[src/rtl/counter_pkg.sv]
// Shared encodings and helpers for the up/down counter family.
package counter_pkg;

    // Count direction as carried on the 'up' input.
    typedef enum logic {
        DIR_DOWN = 1'b0,
        DIR_UP   = 1'b1
    } dir_e;

    // Boundary behaviour as carried on the 'sat' input.
    typedef enum logic {
        MODE_WRAP = 1'b0,
        MODE_SAT  = 1'b1
    } mode_e;

    // Bits needed to hold 0..value-1, never less than one so a DIV of 1
    // still gets a (constant) register.
    function automatic int clog2_min1(input int value);
        int width;
        width = 0;
        for (int i = 0; i < 31; i++) begin
            if ((1 << i) < value) begin
                width = i + 1;
            end
        end
        return (width < 1) ? 1 : width;
    endfunction

endpackage

[src/rtl/tick_prescaler.sv]
// Enable prescaler: emits a one-cycle tick once every DIV enabled cycles.
module tick_prescaler
    import counter_pkg::*;
#(
    parameter int DIV = 1
) (
    input  logic clk,
    input  logic rst,
    input  logic clr,
    input  logic en,
    output logic tick
);

    localparam int             PW     = clog2_min1(DIV);
    localparam logic [PW-1:0]  P_LAST = PW'(DIV - 1);
    localparam logic [PW-1:0]  P_ONE  = PW'(1);

    logic [PW-1:0] r_phase;

    // Phase counter: cleared by reset or load, advances only while enabled.
    always_ff @(posedge clk) begin
        if (rst || clr) begin
            r_phase <= '0;
        end else if (en) begin
            if (r_phase == P_LAST) begin
                r_phase <= '0;
            end else begin
                r_phase <= r_phase + P_ONE;
            end
        end
    end

    // With DIV = 1 the phase is stuck at 0 == P_LAST, so tick reduces to en.
    assign tick = en && (r_phase == P_LAST);

endmodule

[src/rtl/updown_counter.sv]
// Parametrised up/down counter with wrap/saturate, load, prescaled enable,
// registered terminal-count pulse and combinational zero flag.
module updown_counter
    import counter_pkg::*;
#(
    parameter int N      = 4,
    parameter int MAXVAL = 2**N - 1,
    parameter int DIV    = 1
) (
    input  logic         clk,
    input  logic         rst,
    input  logic [N-1:0] initValue,
    input  logic         load,
    input  logic [N-1:0] loadValue,
    input  logic         en,
    input  logic         up,
    input  logic         sat,
    output logic [N-1:0] count,
    output logic         tc,
    output logic         zero
);

    localparam logic [N-1:0] MAX_V = N'(MAXVAL);
    localparam logic [N-1:0] ONE_V = N'(1);

    logic [N-1:0] r_count;
    logic         r_tc;

    logic         w_step;
    dir_e         w_dir;
    mode_e        w_mode;
    logic         w_at_bound;
    logic [N-1:0] w_next_count;
    logic         w_next_tc;

    function automatic logic [N-1:0] clamp(input logic [N-1:0] x);
        return (x > MAX_V) ? MAX_V : x;
    endfunction

    // A load restarts the prescale period just like reset does.
    tick_prescaler #(
        .DIV (DIV)
    ) u_prescaler (
        .clk  (clk),
        .rst  (rst),
        .clr  (load),
        .en   (en),
        .tick (w_step)
    );

    assign w_dir  = dir_e'(up);
    assign w_mode = mode_e'(sat);

    // Next count and tc: load beats step; boundary is checked before +/-1
    // so the arithmetic never leaves N bits.
    always_comb begin
        w_next_count = r_count;
        w_next_tc    = 1'b0;
        w_at_bound   = 1'b0;
        if (load) begin
            w_next_count = clamp(loadValue);
        end else if (w_step) begin
            if (w_dir == DIR_UP) begin
                w_at_bound = (r_count == MAX_V);
                if (!w_at_bound) begin
                    w_next_count = r_count + ONE_V;
                end else if (w_mode == MODE_WRAP) begin
                    w_next_count = '0;
                end
            end else begin
                w_at_bound = (r_count == '0);
                if (!w_at_bound) begin
                    w_next_count = r_count - ONE_V;
                end else if (w_mode == MODE_WRAP) begin
                    w_next_count = MAX_V;
                end
            end
            w_next_tc = w_at_bound;
        end
    end

    // Count and tc registers; reset loads the clamped initial value.
    always_ff @(posedge clk) begin
        if (rst) begin
            r_count <= clamp(initValue);
            r_tc    <= 1'b0;
        end else begin
            r_count <= w_next_count;
            r_tc    <= w_next_tc;
        end
    end

    assign count = r_count;
    assign tc    = r_tc;
    assign zero  = (r_count == '0);

endmodule

[config.mk]
export PLATFORM = sky130hd
export DESIGN_NAME = updown_counter
export DESIGN_NICKNAME = d
export VERILOG_FILES = /design/src/rtl/counter_pkg.sv /design/src/rtl/tick_prescaler.sv /design/src/rtl/updown_counter.sv
export SDC_FILE = /design/constraint.sdc
export NUM_CORES = 1
export LEC_CHECK = 0
export ABC_AREA = 1
export CAP_MARGIN = 25
export CORE_AREA = 2 2 39 41
export CTS_CLUSTER_SIZE = 20
export DETAILED_ROUTE_END_ITERATION = 16
export DIE_AREA = 0 0 41 43
export SLEW_MARGIN = 20
export SYNTH_ARGS = -nofsm -noshare
export SYNTH_HDL_FRONTEND = slang
export SYNTH_SLANG_ARGS = --single-unit
[constraint.sdc]
create_clock -name clk -period 1.9 [get_ports clk]
set_input_delay 0.285 -clock clk [delete_from_list [all_inputs] [get_ports clk]]
set_output_delay 0.285 -clock clk [all_outputs]
set_load 0.005 [all_outputs]
==> results.toml <==
[critical_path]
worst_ep_required_time_ns = 1.62
cp_common_cell = "inv_1"
reg2reg_to = "count[2]"
path_max_fanout = 3
critPathTopFamily = "buffers and inverters"
end_kind = "output port"
cp.arrival_ns = 1.42
crit_type = "flip-flop to output port"
slowest_delay_ns = 0.37
r2r_start = "count[0]"
critPathSlowestCell = "edfxtp_1"
crit_path_cell_trace = "inv_1, ha_2, inv_1, nor3_2, dlygate4sd2_1"
rrSetupSlack_ns = 0.22
cp-start-kind = "flip-flop"
r2r_cells = 10
worst-path-buf-inv = 3

[finish]
multi_input_area_sq_um = 246
fillers = 143
fin_area_sq_um = 689
layout-drive-gt1-share = 0.159
nets = 105
area_growth_pct = 63.5
n_antenna_cell = 0
register_area_sq_um = 140

[yosys]
yosys_register_bits = 5
synthCells = 61
netlist-cell-type-count = 17
syn_area_sq_um = 422
avgSynthCellArea_sq_um = 6.91
seq_area_frac_synth = 0.332
yosysWarnings = 0
syn-num-nets = 77

[routing]
ant_nets = 0
vias = 467
avgRoutedWirePerCell_microns = 9.36
first_pass_iters = 4
vias_per_cell = 4.49
wirelength_microns = 973
drtIter0Drc = 9
drc_errors = 0

[pwr]
irDropWorstVdd_uv = 291
pwr_density_cell_nw_per_um2 = 610
p_leak_nw = 0.317

[clock_network]
numCtsBuffers = 3
clk-insertion-delay-late_ns = 0.25
clock-sinks = 5
htreeDepth = 1
cts_root_buffer = "clkbuf_4"
tritoncts = "done"
clkTransAtPathRegs_ns = 0.04
clock_path_buffers = 2

[timing]
finalHoldViolations = 0
setup_tns_ns = 0
fmax_mhz = 585
fin_skew_ns = 0.00352
hold_slack_ns = 0.632
worstMarginPinSlew_ns = 0.259
post-route-period-util = 0.899
finalSetupViolations = 0
slew_viol_final = 0
final.setup.worst_slack_ns = 0.192
relSlewSlack = 0.827
period_needed_ns = 1.71
grt_setup_unrepaired = "no"

[place]
portBuffers = 19
hpwlAfterDp_microns = 815
dpl-instance-area_sq_um = 654
gp_congestion = 0.691
pre_cts_ws_ns = 0.171

[global_route]
grt_max_degree = 8
antenna_found_initial = 0
overflow = 0
grt_pass1_wl_mm = 1.73
grt_usage = 0.145
grt_pass1_vias = 447

[floorplanning]
start_util = 0.305
die_w_microns = 41
core-area_sq_um = 1380
die_y_microns = 43
dieArea_sq_um = 1760
ioPinCount = 20
rows = 14

[flow_run]
maxCapViolCount = 0

[min_path]
whs_endpoint = "tc"
hold_path_class = "primary input to flip-flop"
hold_depth = 3
hp-start = "en"

[run_status]
status = "finished clean"
-- area by class of cell --
class,instances,share of cell area
repair buffers,23,0.318
flip-flops and latches,5,0.203
well taps,16,0.0290
inverters,10,0.0544
clock buffers,4,0.0381
multi-input cells,46,0.358
-- routing by layer --
layer  routed length, microns  GRT usage
met5                        0          0
met4                       21     0.0800
met3                       61     0.0471
met2                      464      0.222
met1                      426      0.170
-- worst min-delay path, cell delays in order --
cell and delay [ns]:
clkdlybuf4s50_1 0.42, nand2_1 0.09, nor2_2 0.03
-- placed cells by master, fill, tap and decap left out, drive strengths merged, types with 2 or more instances in the layout --
master	instances
clkdlybuf4s50	18
edfxtp	4
nand3	12
a21oi	2
clkbuf	4
nand4	3
nand2	18
nor2	4
inv	10
buf	4
o21ai	2
ha	2
-- Yosys cell counts --
master | count | share of area
o21bai_1 | 1 | 0.018
ha_1 | 2 | 0.059
nand2_2 | 2 | 0.030
a21oi_2 | 1 | 0.021
inv_1 | 9 | 0.080
edfxtp_1 | 4 | 0.28
nor3_2 | 1 | 0.024
a21oi_1 | 1 | 0.012
nor2_2 | 1 | 0.015
nand2_1 | 16 | 0.14
dfxtp_1 | 1 | 0.047
nor2_1 | 3 | 0.027
nand4_1 | 3 | 0.045
inv_2 | 1 | 0.0089
nand3_1 | 12 | 0.14
o21ai_0 | 2 | 0.024
xor2_1 | 1 | 0.021
-- how the worst max path moves through the flow --
| stage | from | to | slack (ns) | cells after the start |
|---|---|---|---|---|
| after floorplan | count[0] | count[0] | 0.35 | 9 |
| after global placement | up | count[3] | 0.24 | 7 |
| after detailed placement | count[1] | zero | 0.17 | 5 |
| after CTS | count[1] | zero | 0.19 | 5 |
| after global routing | count[1] | zero | 0.08 | 5 |
| final | count[0] | zero | 0.19 | 5 |
-- registers in the layout, indices dropped and copies added, names as in the netlist --
name   count
count      4
tc         1
-- where the power goes --
| part | switching [mW] | total, mW | internal, mW | leakage, nW |
|---|---|---|---|---|
| registers | 0.0110 | 0.144 | 0.133 | 0.0505 |
| clock network | 0.0451 | 0.125 | 0.0795 | 0.0150 |
| logic | 0.0681 | 0.152 | 0.0841 | 0.251 |
-- cells by family after synthesis --
| group | share of synthesized area |
|---|---|
| XOR/XNOR | 0.0208 |
| AND/OR/NAND/NOR | 0.424 |
| adder cells (fa/ha/maj) | 0.0593 |
| AO/OA/AOI/OAI | 0.0742 |
| flip-flops | 0.332 |
| buffers and inverters | 0.0890 |
-- through the flow --
| stage | instances | power, mW | utilization |
|---|---|---|---|
| 5_1_grt | 104 | 0.455 | 0.498 |
| 6_report | 104 | 0.421 | 0.498 |
| 3_5_place_dp | 99 | 0.296 | 0.473 |
| 2_1_floorplan | 61 | 0.215 | - |
| 4_1_cts | 104 | 0.423 | 0.498 |
| 3_3_place_gp | 99 | 0.294 | 0.473 |
-- timing repair --
action | CTS | global route
setup endpoints to repair | 1 | 0
buffers inserted | 1 | 0
endpoints found under the hold margin | 0 | 0
hold buffers | 0 | 0
resized for setup | 2 | 0
No activity file was read; power rests on OpenSTA's default activity.
